### config.mk
export PLATFORM = sky130hd
export DESIGN_NAME = prog_loader
export DESIGN_NICKNAME = d
export VERILOG_FILES = /design/src/rtl/prog_loader_pkg.sv /design/src/rtl/prog_loader_csum.sv /design/src/rtl/prog_loader.sv
export SDC_FILE = /design/constraint.sdc
export NUM_CORES = 1
export LEC_CHECK = 0
export CORE_UTILIZATION = 49
export CTS_BUF_LIST = sky130_fd_sc_hd__clkbuf_4 sky130_fd_sc_hd__clkbuf_8 sky130_fd_sc_hd__clkbuf_16
export DETAILED_ROUTE_END_ITERATION = 10
export GPL_TIMING_DRIVEN = 0
export PLACE_DENSITY_LB_ADDON = 0.05
export SLEW_MARGIN = 10
export SYNTH_ARGS = -nofsm -noshare
export SYNTH_HDL_FRONTEND = slang
export SYNTH_SLANG_ARGS = --single-unit
### constraint.sdc
create_clock -name clk -period 2.8 [get_ports clk]
set_clock_uncertainty 0.2 [all_clocks]
set_input_delay 0.28 -clock clk [delete_from_list [all_inputs] [get_ports clk]]
set_output_delay 0.28 -clock clk [all_outputs]
set_load 0.005 [all_outputs]
### src/rtl/prog_loader_pkg.sv
// Shared definitions for the program loader and the SAP-style memory/PC that share its widths.
package prog_loader_pkg;
  localparam int ADDR_W_DEF = 4;
  localparam int DATA_W_DEF = 8;

  typedef enum logic [2:0] {
    S_IDLE  = 3'd0,
    S_LOAD  = 3'd1,
    S_FLUSH = 3'd2,
    S_RUN   = 3'd3,
    S_ERR   = 3'd4
  } state_t;
endpackage

### src/rtl/prog_loader_csum.sv
// Running modulo-2**DATA_W accumulator; sum_zero reports whether acc plus the current byte wraps to zero.
module prog_loader_csum #(
  parameter int DATA_W = 8
) (
  input  logic              clk,
  input  logic              rst,
  input  logic              clr,
  input  logic              add,
  input  logic [DATA_W-1:0] din,
  output logic              sum_zero
);
  logic [DATA_W-1:0] acc;
  logic [DATA_W-1:0] total;

  assign total    = acc + din;
  assign sum_zero = (total == '0);

  always_ff @(posedge clk or negedge rst) begin
    if (!rst)     acc <= '0;
    else if (clr) acc <= '0;
    else if (add) acc <= total;
  end
endmodule

### src/rtl/prog_loader.sv
// Streams bytes into program RAM from address 0 while holding the CPU in reset.
// Optional trailing checksum byte and ERR state enabled by PROG_LOADER_CHECKSUM_EN.
module prog_loader
  import prog_loader_pkg::*;
#(
  parameter int ADDR_W = ADDR_W_DEF,
  parameter int DATA_W = DATA_W_DEF
) (
  input  logic              clk,
  input  logic              rst,
  input  logic              start,
  input  logic [ADDR_W:0]   len,
  input  logic              in_valid,
  input  logic [DATA_W-1:0] in_data,
  output logic              in_ready,
  output logic              mem_we,
  output logic [ADDR_W-1:0] mem_addr,
  output logic [DATA_W-1:0] mem_wdata,
  output logic              cpu_rst,
  output logic              busy,
  output logic              done,
  output logic              err
);
  localparam logic [ADDR_W:0] FULL = {1'b1, {ADDR_W{1'b0}}};
  localparam logic [ADDR_W:0] ONE  = {{ADDR_W{1'b0}}, 1'b1};

  state_t          state, state_nxt;
  logic [ADDR_W:0] len_q;
  logic [ADDR_W:0] cnt;
  logic            start_acc;
  logic            xfer;
  logic            wr_en;

`ifdef PROG_LOADER_CHECKSUM_EN
  logic data_phase;
  logic csum_ok;

  // Once cnt reaches len_q the next accepted byte is the checksum, never written to RAM.
  assign data_phase = (cnt != len_q);

  prog_loader_csum #(.DATA_W(DATA_W)) u_csum (
    .clk      (clk),
    .rst      (rst),
    .clr      (start_acc),
    .add      (xfer),
    .din      (in_data),
    .sum_zero (csum_ok)
  );
`else
  logic last_data;
  assign last_data = ((cnt + ONE) == len_q);
`endif

  always_comb begin
    state_nxt = state;
    start_acc = 1'b0;
    xfer      = 1'b0;
    wr_en     = 1'b0;
    case (state)
      S_IDLE, S_RUN, S_ERR: begin
        if (start) begin
          state_nxt = S_LOAD;
          start_acc = 1'b1;
        end
      end
      S_LOAD: begin
        if (in_valid) begin
          xfer = 1'b1;
`ifdef PROG_LOADER_CHECKSUM_EN
          wr_en = data_phase;
          if (!data_phase) state_nxt = csum_ok ? S_FLUSH : S_ERR;
`else
          wr_en = 1'b1;
          if (last_data) state_nxt = S_FLUSH;
`endif
        end
      end
      S_FLUSH: state_nxt = S_RUN;
      default: state_nxt = S_IDLE;
    endcase
  end

  assign in_ready = (state == S_LOAD);
  assign busy     = (state == S_LOAD) || (state == S_FLUSH);
  assign done     = (state == S_RUN);
  assign cpu_rst  = (state != S_RUN);
`ifdef PROG_LOADER_CHECKSUM_EN
  assign err      = (state == S_ERR);
`else
  assign err      = 1'b0;
`endif

  always_ff @(posedge clk or negedge rst) begin
    if (!rst) begin
      state <= S_IDLE;
      len_q <= '0;
      cnt   <= '0;
    end else begin
      state <= state_nxt;
      if (start_acc) begin
        len_q <= (len == '0) ? FULL : len;
        cnt   <= '0;
      end else if (wr_en) begin
        cnt   <= cnt + ONE;
      end
    end
  end

  // Write port stage: registered one cycle after the accepted transfer.
  always_ff @(posedge clk or negedge rst) begin
    if (!rst) begin
      mem_we    <= 1'b0;
      mem_addr  <= '0;
      mem_wdata <= '0;
    end else begin
      mem_we <= wr_en;
      if (wr_en) begin
        mem_addr  <= cnt[ADDR_W-1:0];
        mem_wdata <= in_data;
      end
    end
  end
endmodule

==> out/qor.yml, run 1 <==
htree_levels: 1
grt_usage_pct: 18.2
rrSetupSlack_ns: 0.76
syn_area_per_cell_um2: 11.4
ys_types: 28
grt_start_max_net_pins: 26
finalSetupTns_ns: 0
worst-r2r-cell-count: 5
p_comb_share_pct: 49.8
syn_nets: 125
final_core_util_pct: 70.8
synth_commonest_cells: "25 x dfrtp_1, 19 x nand2_1, 12 x mux2_2"
synth-main-ff-cell: "dfrtp_1"
grt_pass1_vias: 836
die_area_um2: 2610
synth_most_common_cell: "dfrtp_1"
worstMarginPinSlew_ns: 0.540
crit_top_cell: "inv_1"
synth_compound_area_share_pct: 5.08
drive_above_1_share_pct: 14.8
cts.sinks: 25
worstSkewPairLatency_ns: 0.31
fmax_mhz: 460
drcViolationCount: 0
synth_area_leaders: "dfrtp_1 53%, mux2_2 11%, nand2_1 6.0%"
outcome: "finished clean"
first_pass_iters: 4
drv_cap: 0
placed_cells: 165
startpoint_type: "flip-flop"
power_frac_clock_pct: 10.6
final-max-slew-violation-count: 0
netlist_area_um2: 1180
r2r_end: "mem_addr[0]$_DFFE_PN0P_"
period_minus_slack_ns: 2.18
synth_cells: 104
dp_hpwl_um: 1570
p_sw_share_pct: 33.3
crit_path_end_kind: "primary output"
cts_inserted_buffers: 3
diodes: 0
p_leak_nw: 0.728
rows: 17
hp-class: "in2async"
wl_per_cell_um: 12.2
dpl_cell_area_um2: 1550
rr_startpoint: "state[1]$_DFFE_PN0P_"
yosys_warnings: 0
initial_core_util_pct: 52.9
crit_arrival_ns: 1.70
ys_seq_area_share_pct: 52.9
cts_root_buffer: "clkbuf_4"
muxShareOfSynthArea_pct: 12.3
postCtsSetupRepairBufs: 0
ys_seq_elements: 25
yosys.area.top_type: "dfrtp_1"
post-route-period-util_pct: 77.7
cp.required_ns: 2.32
setup_viol: 0
design.core.area_um2: 2230
power.density_nw_per_um2: 935
synth_fa_ha_area_share_pct: 4.23
power_frac_seq_pct: 39.6
cts.reportedPaths.clkPinSlew_ns: 0.13
synthXorXnorAreaFrac_pct: 7.83
wl_um: 2070
grt_pass1_wl_um: 3510
rsz0062_at_grt: "false"
clockBufferDepth: 2
yosysTopAreaCellShare_pct: 52.9
final_antenna_net_count: 0
fill_cells: 165
critPathSlowestCell: "clkdlybuf4s50_1"
cts_tree: "done"
p_int_uw: 985
drt_iter0_markers: 20
ys_async_sr_fraction_pct: 100
cpPeakStageDelay_ns: 0.49
synth_top_family_by_area: "simple AND/OR/NAND/NOR gates"
die_y_um: 51.1
globalplace.congestion: 0.783
slew-limit-headroom_pct: 64.0
dieWidth_um: 51.1
switchingPower_uw: 492
ir_drop_mv: 0.576
io_buffer_count: 33
fin_hold_ws_ns: 0.269
synth_edf_count: 0
ioPinCount: 35
viasPerCell: 5.26
fin_area_um2: 1580
worstPathCellList: "inv_1, ha_1, inv_1, clkdlybuf4s50_1"
dr_total_vias: 894
finalNetCount: 164
grt_overflow: 0
crit_type: "reg2out"
fin_cells: 170
areaGrowthSynthToFinish_pct: 33.7
crit_fanout: 5
hold_viol: 0
synthSimpleGateAreaFrac_pct: 14.1
antenna_found_initial: 0
[layer usage]
layer / GRT usage, % / vias up / part of all wire, %
met5: 0 / - / 0
met4: 6.94 / 0 / 0
met3: 4.17 / 0 / 6.0
met2: 31.1 / 32 / 50
met1: 22.1 / 434 / 44
li1: - / 428 / -
[final cells by class]
cell class	instances	area (µm²)	area share, %
Inverter	6	22.5	1.43
Clock inverter	1	5.00	0.317
Clock buffer	3	22.5	1.43
Timing Repair Buffer	34	335	21.2
Multi-Input combinational cell	70	518	32.8
Tap cell	28	35.0	2.22
Buffer	3	16.3	1.03
Sequential cell	25	626	39.6
[flip-flops by register name, indices dropped and copies added, names as in the netlist]
register,flops
mem_wdata,8
cnt,5
len_q,5
mem_addr,4
state,2
mem_we,1
[critical path, delay by kind of cell, from the launching register on]
kind	cells	cell delay, ns
DFF	1	0.42
buffers and inverters	3	0.64
adders and majority gates	1	0.34
[logic make-up (layout without fill, tap and decap cells)]
family          count (synthesis)  after routing
compound gates                  9              9
xor+xnor                        9              9
fa+ha+maj                       4              4
buf+inv                         9             47
flops                          25             25
mux                            13             13
other cells                     1              1
simple gates                   34             34
[power groups by stage]
stage / sequential [mW] / clock (mW) / combinational (mW)
2_1_floorplan: 0.586 / 0 / 0.413
3_3_place_gp: 0.587 / 0 / 0.726
3_5_place_dp: 0.597 / 0 / 0.742
4_1_cts: 0.588 / 0.165 / 0.744
5_1_grt: 0.607 / 0.179 / 0.809
6_report: 0.585 / 0.156 / 0.736
[per-stage QoR]
step,setup slack [ns],total power [mW]
after floorplan,0.983,1.00
after global placement,0.747,1.31
after detailed placement,0.736,1.34
after CTS,0.604,1.50
after global routing,0.528,1.60
final,0.624,1.48
[cells in the final DEF, fill, tap and decap left out, types with 2 or more instances in the layout]
cell and instances:
clkdlybuf4s50_1 32, dfrtp_1 25, nand2_1 19, mux2_2 12, inv_1 6, xnor2_1 5, ha_1 4, nand3_1 3
o21ai_0 3, a21oi_1 3, xor2_1 3, nor2_1 3, clkbuf_4 3, buf_2 2, or3_1 2
[repair_timing]
| action | CTS | global route |
|---|---|---|
| resized for setup | 0 | 0 |
| hold endpoints to repair | 0 | 25 |
| hold buffers | 0 | 1 |
[worst max-delay path by stage]
stage                          from                 endpoint  slack, ns
6_report       state[1]$_DFFE_PN0P_                     busy       0.62
4_1_cts        state[1]$_DFFE_PN0P_                     busy       0.60
3_5_place_dp               in_valid  mem_addr[0]$_DFFE_PN0P_       0.74
3_3_place_gp               in_valid  mem_addr[1]$_DFFE_PN0P_       0.75
2_1_floorplan    cnt[0]$_DFFE_PN0P_     state[1]$_DFFE_PN0P_       0.98
5_1_grt        state[1]$_DFFE_PN0P_                     busy       0.53
Power figures use the tool's default switching activity.
==> run 2, diff against run 1 <==
--- a/config.mk
+++ b/config.mk
@@ -5,7 +5,7 @@
 export SDC_FILE = /design/constraint.sdc
 export NUM_CORES = 1
 export LEC_CHECK = 0
-export CORE_UTILIZATION = 49
+export CORE_UTILIZATION = 41
 export CTS_BUF_LIST = sky130_fd_sc_hd__clkbuf_4 sky130_fd_sc_hd__clkbuf_8 sky130_fd_sc_hd__clkbuf_16
 export DETAILED_ROUTE_END_ITERATION = 10
 export GPL_TIMING_DRIVEN = 0
==> constraint.sdc (replaced) <==
create_clock -name clk -period 1.95 [get_ports clk]
set_clock_uncertainty 0.2 [all_clocks]
set_input_delay 0.195 -clock clk [delete_from_list [all_inputs] [get_ports clk]]
set_output_delay 0.195 -clock clk [all_outputs]
set_load 0.005 [all_outputs]
==> run 2 against run 1 <==
- sequential power up 45%
- count of clock-buffer cells in the layout unchanged
- sequential cell count unchanged
- largest power group unchanged
==> out/qor.yml, run 2 (synthesized netlist as in run 1, its figures left out) <==
viasPerCell: 5.02
drv_cap: 0
finalSetupTns_ns: 0
post-route-period-util_pct: 96.7
power.density_nw_per_um2: 1390
first_pass_iters: 4
drcViolationCount: 0
grt_overflow: 0
p_total_mw: 2.35
cts_inserted_buffers: 3
worstMarginPinSlew_ns: 0.534
fmax_mhz: 531
placed_cells: 168
diodes: 0
crit_type: "reg2out"
worst-r2r-cell-count: 5
hp-class: "in2async"
drt_iter0_markers: 10
fin_cells: 178
layout_common_cells: "29 x clkdlybuf4s50_1, 23 x dfrtp_1, 18 x nand2_1"
rr_startpoint: "cnt[0]$_DFFE_PN0P_"
dp_hpwl_um: 1610
initial_core_util_pct: 43.2
globalplace.congestion: 0.808
dpl_cell_area_um2: 1550
wl_um: 2330
rows: 19
slew-limit-headroom_pct: 64.4
grt_usage_pct: 16.2
wl_per_cell_um: 13.1
fin_hold_ws_ns: 0.188
largest_reg_flops: 8
areaGrowthSynthToFinish_pct: 43.3
grt_start_max_net_pins: 26
outcome: "finished clean"
grt_pass1_vias: 874
regMostFlops: "mem_wdata"
grt_pass1_wl_um: 3970
final-max-slew-violation-count: 0
clockBufferDepth: 2
dieWidth_um: 55.7
worstSkewPairLatency_ns: 0.31
die_area_um2: 3100
cp.required_ns: 1.55
fill_cells: 229
finalNetCount: 169
design.core.area_um2: 2730
cts.sinks: 25
crit_path_end_kind: "primary output"
reg_top3: "mem_wdata: 8 flops, cnt: 5 flops, len_q: 5 flops"
htree_levels: 1
cts.reportedPaths.clkPinSlew_ns: 0.13
r2r_end: "state[0]$_DFFE_PN0P_"
ir_drop_mv: 0.932
die_y_um: 55.7
io_buffer_count: 33
hold_viol: 0
drive_above_1_share_pct: 24.5
setup_viol: 0
layout_commonest_cell: "clkdlybuf4s50_1"
crit_end: "in_ready"
crit_fanout: 4
p_leak_nw: 0.774
ioPinCount: 35
period_minus_slack_ns: 1.88
dr_total_vias: 894
startpoint_type: "flip-flop"
final_antenna_net_count: 0
cts_root_buffer: "clkbuf_4"
antenna_found_initial: 0
crit_path_start: "state[1]$_DFFE_PN0P_"
crit_arrival_ns: 1.49
fin_area_um2: 1690
cts_tree: "done"
rrSetupSlack_ns: 0.10
## run 2: how the worst min path moves through the flow
stage / from / to / slack [ns] / cells past startpoint
2_1_floorplan: rst / cnt[0]$_DFFE_PN0P_ / -0.30 / 0
3_5_place_dp: len_q[2]$_DFFE_PN0P_ / len_q[2]$_DFFE_PN0P_ / 0.29 / 2
4_1_cts: len[2] / len_q[2]$_DFFE_PN0P_ / 0.22 / 3
6_report: rst / mem_wdata[2]$_DFFE_PN0P_ / 0.19 / 2
5_1_grt: len[1] / len_q[1]$_DFFE_PN0P_ / 0.22 / 3
3_3_place_gp: len_q[2]$_DFFE_PN0P_ / len_q[2]$_DFFE_PN0P_ / 0.29 / 2
## run 2: worst max-delay path, cell delays in order, from the launching register on
cell	delay [ns]
dfrtp_1	0.41
inv_2	0.11
ha_4	0.17
clkdlybuf4s50_1	0.50
## run 2: power breakdown
group          internal (mW)  switching, mW  total, mW  leakage, nW
Clock                 0.0766          0.146      0.222       0.0177
Sequential             0.716          0.131      0.847        0.313
Combinational          0.738          0.542       1.28        0.443
Total                   1.53          0.818       2.35        0.774
## run 2: through the flow
| stage | utilization, % | setup slack, ns |
|---|---|---|
| final | 62.0 | 0.0651 |
| after global routing | 62.0 | -0.0139 |
| after global placement | 56.8 | -0.0908 |
| after detailed placement | 56.8 | -0.124 |
| after CTS | 59.7 | -0.0218 |
| after floorplan | - | 0.133 |
## run 2: routing by layer
metal	vias to the layer above	share of wire, %	GRT usage, %
met1	433	43	20.8
met2	28	52	27.0
met5	-	0	0
met4	0	0.56	4.64
met3	2	4.1	3.95
li1	431	-	-
## run 2: what timing repair did
item | CTS | global route
endpoints found under the setup margin | 13 | 5
pin swaps | 1 | 1
setup buffers | 1 | 4
gates resized for setup | 11 | 4
hold buffers | 0 | 1
endpoints found under the hold margin | 0 | 25
## run 2: layout make-up
class,instances,area (µm²),share of cell area [%]
sequential,25,628,37.1
multi-input combinational,70,588,34.7
timing repair buffer,39,373,22.0
tap,31,38.8,2.29
clock buffer,3,22.5,1.33
inverter,6,22.5,1.33
buffer,3,16.3,0.960
clock inverter,1,5.00,0.295
==> RTL change, RTL diff (config.mk and constraints of run 2) <==
Reset style: synchronous (`rst`), changed in 2 clocked blocks.
--- a/src/rtl/prog_loader.sv
+++ b/src/rtl/prog_loader.sv
@@ -90,7 +90,7 @@
   assign err      = 1'b0;
 `endif
 
-  always_ff @(posedge clk or negedge rst) begin
+  always_ff @(posedge clk) begin
     if (!rst) begin
       state <= S_IDLE;
       len_q <= '0;
@@ -107,7 +107,7 @@
   end
 
   // Write port stage: registered one cycle after the accepted transfer.
-  always_ff @(posedge clk or negedge rst) begin
+  always_ff @(posedge clk) begin
     if (!rst) begin
       mem_we    <= 1'b0;
       mem_addr  <= '0;
Formal check against the unedited RTL: differs if rst is asserted again (counterexample within 4 cycles, from zero or initial values and one cycle with rst low); with rst held inactive, the same outputs for 10 cycles.
==> RTL change against run 2 <==
Routed wire length is 3.4% higher; design area decreased by 5.2%; synthesized area fell by 3.9%; sequential cell count did not move; utilization up 1.2 points; setup slack got worse by 3.4 ps; largest cell class is now multi-input combinational cells.
Power is not compared: it rests on default switching activity, and its combinational part moved more than twofold at a synthesized area within 25%.
==> RTL change: results (changes against run 2) <==
Status: complete, no violations (unchanged)
WHS: 216 ps (was 188 ps)
Post-CTS resize count: 3 (was 11)
Setup bufs post-CTS: 0 (was 1)
Placed insts: 197 (was 168)
Unique masters post-synth: 30 (was 28)
Adder-cell share of the synthesized area: 4.41% (was 4.23%)
Multi-input logic area: 619 µm² (was 588 µm²)
Mapped Avg Cell Area: 8.48 µm² (was 11.4 µm²)
Invs w/o clock: 4 (was 6)
R2R Setup Slk: 60 ps (was 100 ps)
Placed cell area: 1500 µm² (was 1550 µm²)
ClkCell Share: 1.87% (was 1.62%)
Compound-cell area share of the yosys netlist: 17.1% (was 5.08%)
Top routing layer in use: met3 (was met4)
Synth Area in XOR/XNOR: 6.94% (was 7.83%)
Vias in the first global route: 863 (was 874)
CP max stage delay: 540 ps (was 500 ps)
First-pass DRT Iterations: 4 (unchanged)
Crit share post-route: 96.8% (was 96.7%)
Worst slack at placement: -145 ps (was -124 ps)
Grt met2 use: 32.3% (was 27.0%)
Sequential cell area: 508 µm² (was 628 µm²)
Drt via density: 5.04 (was 5.02)
Comb power frac: 40.8%
Bufs w/o clock: 43 (was 42)
Core Region: 2540 µm² (was 2730 µm²)
Max_cap viols: 0 (unchanged)
WL final: 2410 µm (was 2330 µm)
Hpwl dp: 1700 µm (was 1610 µm)
Worst path slowest cell: dfxtp_1 (was clkdlybuf4s50_1)
Buffering overhead: 24.7% (was 23.0%)
Design Power: 1.48 mW
Met1 Resource Use GR: 17.3% (was 20.8%)
Share of layout cells above drive strength 1: 12.1% (was 24.5%)
FFs w/ async S/R, synth: 0% (was 100%)
WP data arrival: 1920 ps (was 1490 ps)
TritonCTS Buffers: 3 (unchanged)
Post-synth top cells: 35 x nand2_1, 25 x dfxtp_1, 16 x a21boi_0 (was 25 x dfrtp_1, 19 x nand2_1, 12 x mux2_2)
Post-Synthesis Net Count: 155 (was 125)
Synth top area cells: dfxtp_1 44%, nand2_1 12%, a21boi_0 11% (was dfrtp_1 53%, mux2_2 11%, nand2_1 6.0%)
First-pass GRT wire length: 3530 µm (was 3970 µm)
GR Layer Usage met3: 5.56% (was 3.95%)
Wl on met1: 1040 µm (was 1000 µm)
Main synth FF type: dfxtp_1 (was dfrtp_1)
Met3 routed WL: 142 µm (was 95 µm)
Met2 WL post-DR: 1230 µm (was 1210 µm)
Seq area share: 31.6% (was 37.1%)
Comb_multi_in: 97 (was 70)
Worst hold-check path type: in2reg (was in2async)
Largest net degree at the start of global routing: 16 (was 26)
CP top delay family: compound AO/OA/AOI/OAI gates (was buffers and inverters)
Worst-path fanout max: 8 (was 4)
FILL cells: 231 (was 229)
Routability cong.: 0.710 (was 0.808)
Post-synthesis mux area share: 0.881% (was 12.3%)
Register area share after synthesis: 44.1% (was 52.9%)
Fin cells: 203 (was 178)
All-Layer GR Usage: 16.7% (was 16.2%)
## RTL change: cell types whose count changed in the layout (fill, tap and decap cells not counted), moves of 3 or more
| cell | change |
|---|---|
| dfrtp_1 | -23 |
| dfxtp_1 | +21 |
| nand2_1 | +17 |
| a21boi_0 | +16 |
| mux2_2 | -12 |
| dfxtp_2 | +3 |
| nand3_1 | +3 |
| xor2_1 | +3 |
## RTL change: cells by family (layout without fill, tap and decap cells)
group                      Yosys count  after routing
AOI/OAI and AO/OA                   27             27
and+or+nand+nor                     55             55
DFF                                 25             25
other                                1              1
xor gates and xnor gates             9              9
muxes                                1              1
adders and majority gates            4              4
buffers and inverters               12             51
## RTL change: final timing paths
| check | from | to | cells past startpoint |
|---|---|---|---|
| min | in_data[0] | mem_wdata[0] | 3 |
| max | cnt[2] | state[1] | 5 |
| min reg2reg | mem_wdata[7] | mem_wdata[7] | 2 |
| max reg2reg | cnt[2] | state[1] | 5 |
